===== config.mk =====
export PLATFORM = sky130hd
export DESIGN_NAME = input_port_controller
export DESIGN_NICKNAME = d
export VERILOG_FILES = /design/src/rtl/noc_pkg.sv /design/src/rtl/xy_route_compute.sv /design/src/rtl/input_port_controller.sv
export SDC_FILE = /design/constraint.sdc
export NUM_CORES = 1
export LEC_CHECK = 0
export ABC_AREA = 1
export ABC_CLOCK_PERIOD_IN_PS = 1300
export CAP_MARGIN = 20
export CORE_MARGIN = 2
export CORE_UTILIZATION = 27
export CTS_BUF_LIST = sky130_fd_sc_hd__clkbuf_8
export DETAILED_ROUTE_END_ITERATION = 7
export GPL_TIMING_DRIVEN = 0
export PLACE_DENSITY = 0.75
export SLEW_MARGIN = 20
export SYNTH_ARGS = -nofsm -noshare
export SYNTH_HDL_FRONTEND = slang
export SYNTH_SLANG_ARGS = --single-unit

===== constraint.sdc =====
create_clock -name clk -period 1.3 [get_ports clk]
set_clock_uncertainty 0.15 [all_clocks]
set_input_delay 0.195 -clock clk [delete_from_list [all_inputs] [get_ports clk]]
set_output_delay 0.195 -clock clk [all_outputs]
set_load 0.05 [all_outputs]

===== src/rtl/noc_pkg.sv =====
// rtl/noc_pkg.sv - shared flit, port and FSM definitions for the mesh router
package noc_pkg;

  localparam logic [1:0] FLIT_BODY   = 2'b00;
  localparam logic [1:0] FLIT_HEAD   = 2'b01;
  localparam logic [1:0] FLIT_TAIL   = 2'b10;
  localparam logic [1:0] FLIT_SINGLE = 2'b11;

  localparam int PORT_N    = 0;
  localparam int PORT_E    = 1;
  localparam int PORT_S    = 2;
  localparam int PORT_W    = 3;
  localparam int PORT_L    = 4;
  localparam int NUM_PORTS = 5;

  localparam int TYPE_HI   = 17;
  localparam int TYPE_LO   = 16;
  localparam int DEST_X_LO = 14;
  localparam int DEST_Y_LO = 12;

  typedef enum logic [1:0] {
    ST_IDLE = 2'd0,
    ST_REQ  = 2'd1,
    ST_SEND = 2'd2
  } state_t;

  function automatic logic is_head(input logic [1:0] flit_type);
    return (flit_type == FLIT_HEAD) || (flit_type == FLIT_SINGLE);
  endfunction

  function automatic logic is_last(input logic [1:0] flit_type);
    return (flit_type == FLIT_TAIL) || (flit_type == FLIT_SINGLE);
  endfunction

endpackage


===== src/rtl/xy_route_compute.sv =====
// rtl/xy_route_compute.sv - dimension-ordered (X then Y) output port selection
module xy_route_compute
  import noc_pkg::*;
#(
  parameter int COORD_WIDTH = 2
) (
  input  logic [COORD_WIDTH-1:0] dest_x,
  input  logic [COORD_WIDTH-1:0] dest_y,
  input  logic [COORD_WIDTH-1:0] x_pos,
  input  logic [COORD_WIDTH-1:0] y_pos,
  output logic [NUM_PORTS-1:0]   dir
);

  always_comb begin
    dir = '0;
    if (dest_x > x_pos)      dir[PORT_E] = 1'b1;
    else if (dest_x < x_pos) dir[PORT_W] = 1'b1;
    else if (dest_y > y_pos) dir[PORT_S] = 1'b1;
    else if (dest_y < y_pos) dir[PORT_N] = 1'b1;
    else                     dir[PORT_L] = 1'b1;
  end

endmodule


===== src/rtl/input_port_controller.sv =====
// rtl/input_port_controller.sv - per-input-port route, request and flit streaming stage
module input_port_controller
  import noc_pkg::*;
#(
  parameter int WIDTH       = 18,
  parameter int COORD_WIDTH = 2,
  parameter int X_POS       = 0,
  parameter int Y_POS       = 0
) (
  input  logic                 clk,
  input  logic                 rst,
  input  logic                 fifo_empty,
  input  logic [WIDTH-1:0]     fifo_data,
  output logic                 fifo_read,
  output logic [NUM_PORTS-1:0] req,
  input  logic [NUM_PORTS-1:0] grant,
  input  logic                 out_full,
  output logic [WIDTH-1:0]     flit_out,
  output logic                 flit_valid,
  output logic                 drop_err
);

  state_t                 state, state_next;
  logic [NUM_PORTS-1:0]   req_next;
  logic [NUM_PORTS-1:0]   route;
  logic [1:0]             flit_type;
  logic                   granted;

  assign flit_type = fifo_data[TYPE_HI:TYPE_LO];
  assign granted   = |(grant & req);

  xy_route_compute #(
    .COORD_WIDTH(COORD_WIDTH)
  ) u_route (
    .dest_x (fifo_data[DEST_X_LO +: COORD_WIDTH]),
    .dest_y (fifo_data[DEST_Y_LO +: COORD_WIDTH]),
    .x_pos  (COORD_WIDTH'(X_POS)),
    .y_pos  (COORD_WIDTH'(Y_POS)),
    .dir    (route)
  );

  always_ff @(posedge clk) begin
    if (rst) begin
      state <= ST_IDLE;
      req   <= '0;
    end else begin
      state <= state_next;
      req   <= req_next;
    end
  end

  // Strobes are held low while rst is high so nothing is popped during reset.
  always_comb begin
    state_next = state;
    req_next   = req;
    fifo_read  = 1'b0;
    flit_valid = 1'b0;
    drop_err   = 1'b0;
    flit_out   = '0;
    if (!rst) begin
      case (state)
        ST_IDLE: begin
          if (!fifo_empty) begin
            if (is_head(flit_type)) begin
              req_next   = route;
              state_next = ST_REQ;
            end else begin
              fifo_read = 1'b1;
              drop_err  = 1'b1;
            end
          end
        end
        ST_REQ: begin
          if (granted) state_next = ST_SEND;
        end
        ST_SEND: begin
          if (granted && !fifo_empty && !out_full) begin
            fifo_read  = 1'b1;
            flit_valid = 1'b1;
            flit_out   = fifo_data;
            if (is_last(flit_type)) begin
              state_next = ST_IDLE;
              req_next   = '0;
            end
          end
        end
        default: state_next = ST_IDLE;
      endcase
    end
  end

endmodule


==> out/results.ini <==
[floorplan]
die-area_um2 = 2390
fp.dieH_um = 48.8
ios = 53
die_x_um = 48.8
core_area_um2 = 1920
std_cell_rows = 16
start_util_pct = 28.3

[clock_network]
cts_tree = yes
numCtsBuffers = 3
h-tree-depth = 1
clkSinkCount = 5
root_buffer = clkbuf_8
clock_latency_ps = 220
path_clk_slew_ps = 40
cts_buffer_depth = 2
ctsHoldBuffers = 0

[synth]
synthDistinctLibCells = 20
yosys_warnings = 0
ys_seq_elements = 5
synth.avg_cell_area_um2 = 5.54
seq_area_frac_synth_pct = 18.4
synthCells = 98
synthesis.area_um2 = 543

[setup_path]
path_cells = nand2_4 > nand3_4 > nand4_4 > buf_6 > clkinvlp_4 > or2_4 > buf_8
slowest_delay_ps = 350
critPathLaunch = req[1]
rr_worst_depth = 8
rr_startpoint = state[0]
path_class = reg -> out
crit_arrival_ps = 1450
critPathMaxFanout = 4
critPathCaptureType = output port
r2r_end = req[2]
start_kind = flip-flop
r2r_slack_ps = -230
critPathRequiredTime_ps = 950
cp_slowest_cell = dfxtp_4

[status]
violations = negative setup slack
status = finished with violations

[flow_run]
maxCapViolCount = 0

[timing]
setup_slack_ps = -493
slew_viol_final = 0
fin_crit_sh_pct = 138
hold_viol_final = 0
max_freq_ghz = 0.558
post-route-min-period_ps = 1790
rsz0062_at_grt = true
finalSetupTns_ps = -10070
setup_viol = 26

[detailed_routing]
wl_met2_mm = 1.46
viasPerCell = 4.49
via_count = 907
routed_wl_mm = 2.73
met1_length_um = 985
top_layer = met4
drc = 0
wl_per_cell_um = 13.5
drtPass1Iterations = 4
dr_wl_met3_um = 215
dr.first_iter.drc_count = 10
drtAntennaViolNets = 0

[final_layout]
n_antenna_cell = 0
layout.nets = 203
area_delta_synth_final_pct = 198
nFillCells = 106
final_layout_size_suffix_gt1_share_pct = 60.0

[min_path]
hold_path.class = in -> reg
min-delay-start = rst
worst_hold_path.num_cells = 2
min_to = req[1]

[place]
hpwl_mm = 1.47
portBuffers = 48
gp_congestion = 0.725
dp_slack_ps = -1400

[global_routing]
antenna_found_initial = 0
grt_pass1_wl_mm = 3.71
grt_max_degree = 7
overflow = 0
track_usage_pct = 19.9
grt_pass1_vias = 879

[pwr]
p_seq_share_pct = 14.6
power.switching_mw = 0.891
p_per_area_nw_per_um2 = 1180
p_clk_share_pct = 14.8
p_leak_nw = 0.813
p_int_mw = 1.02
share_comb_of_total_power_pct = 70.6
peakVddDrop_mv = 1.29
swShare_pct = 46.5

==> worst max path at each step <==
| stage | endpoint | cells after the start |
|---|---|---|
| after CTS | flit_out[13] | 8 |
| final | fifo_read | 7 |
| after global placement | flit_out[16] | 6 |
| after global routing | flit_out[8] | 8 |
| after floorplan | fifo_read | 5 |
| after detailed placement | flit_out[13] | 6 |
==> registers in the layout (all words and copies together) (netlist names) <==
signal  flops
req         3
state       2
==> synth_stat cells <==
cell     instances  share of area [%]
conb_1           1               0.69
nand4_4          1                3.9
or2_1            1                1.2
nand4_1          3                3.5
inv_1           25                 17
nand3_2          3                5.5
o21ai_0          1               0.92
nor3_1           1               0.92
a21oi_1          3                2.8
buf_4            2                2.8
o21ai_2          1                1.6
nor2_4           1                2.1
nand2_2          2                2.3
nand2_1         17                 12
nor2_1          27                 19
nor3_2           1                1.8
buf_6            1                2.1
inv_2            1               0.69
dfxtp_1          5                 18
nor2_2           1                1.2
==> cells by family after synthesis <==
logic type	count (synthesis)	synth area share (%)
buf+inv	29	22.8
compound gates	5	5.30
simple gates	58	52.8
flops	5	18.4
other cells	1	0.691
==> critical path: cells and delay by family (launching register included) <==
family,cells,cell delay (ps)
buf+inv,3,350
flops,1,350
simple gates,4,530
==> through the flow <==
stage | utilization (%) | total power [mW] | hold WS (ps) | cells | area (um^2)
floorplan | - | 0.806 | 104 | 99 | 687
global placement | 62.5 | 0.982 | 334 | 174 | 1200
CTS | 80.1 | 1.61 | 264 | 199 | 1540
global route | 84.2 | 2.01 | 293 | 202 | 1620
detailed placement | 62.5 | 1.02 | 332 | 174 | 1200
finish | 84.2 | 1.92 | 270 | 202 | 1620
==> layout by cell type, fill, tap and decap left out, types with 2 or more instances in the layout <==
master / n
nor2_2: 6
nor2_1: 6
nand3_4: 2
clkbuf_8: 3
conb_1: 2
dfxtp_4: 5
nand2_2: 3
clkdlybuf4s50_1: 18
a21oi_1: 3
dlygate4sd2_1: 6
buf_8: 6
buf_4: 18
nand2_1: 9
buf_12: 2
inv_1: 22
nor2_4: 17
buf_2: 2
nand2_4: 7
nand4_1: 3
buf_6: 22
inv_4: 3
==> area by class of cell <==
cell class / count / area (um^2) / area share (%)
Clock inverter: 1 / 3.75 / 0.232
Buffer: 3 / 35.0 / 2.16
Sequential cell: 5 / 119 / 7.34
Tap cell: 27 / 33.8 / 2.09
Inverter: 26 / 109 / 6.72
Timing Repair Buffer: 72 / 732 / 45.2
Clock buffer: 3 / 41.3 / 2.55
Multi-Input combinational cell: 65 / 546 / 33.7
==> power groups by stage <==
stage | Combinational (mW) | Clock [mW] | Sequential (mW)
6_report | 1.35 | 0.283 | 0.280
5_1_grt | 1.42 | 0.302 | 0.286
4_1_cts | 1.06 | 0.282 | 0.265
3_5_place_dp | 0.758 | 0 | 0.258
3_3_place_gp | 0.726 | 0 | 0.256
2_1_floorplan | 0.506 | 0 | 0.300
==> repair_timing <==
action,CTS,global route
gates resized for setup,186,29
buffers inserted,21,5
pin swaps,16,18
gates cloned,1,0
setup endpoints to repair,29,26
==> routing by layer <==
layer  GRT usage, %  vias up
met4           4.76        0
met2           39.0       50
met3           6.44       10
met1           19.8      411
li1               -      436
met5              0        -
Note: power is estimated with default switching activity, not from simulation.
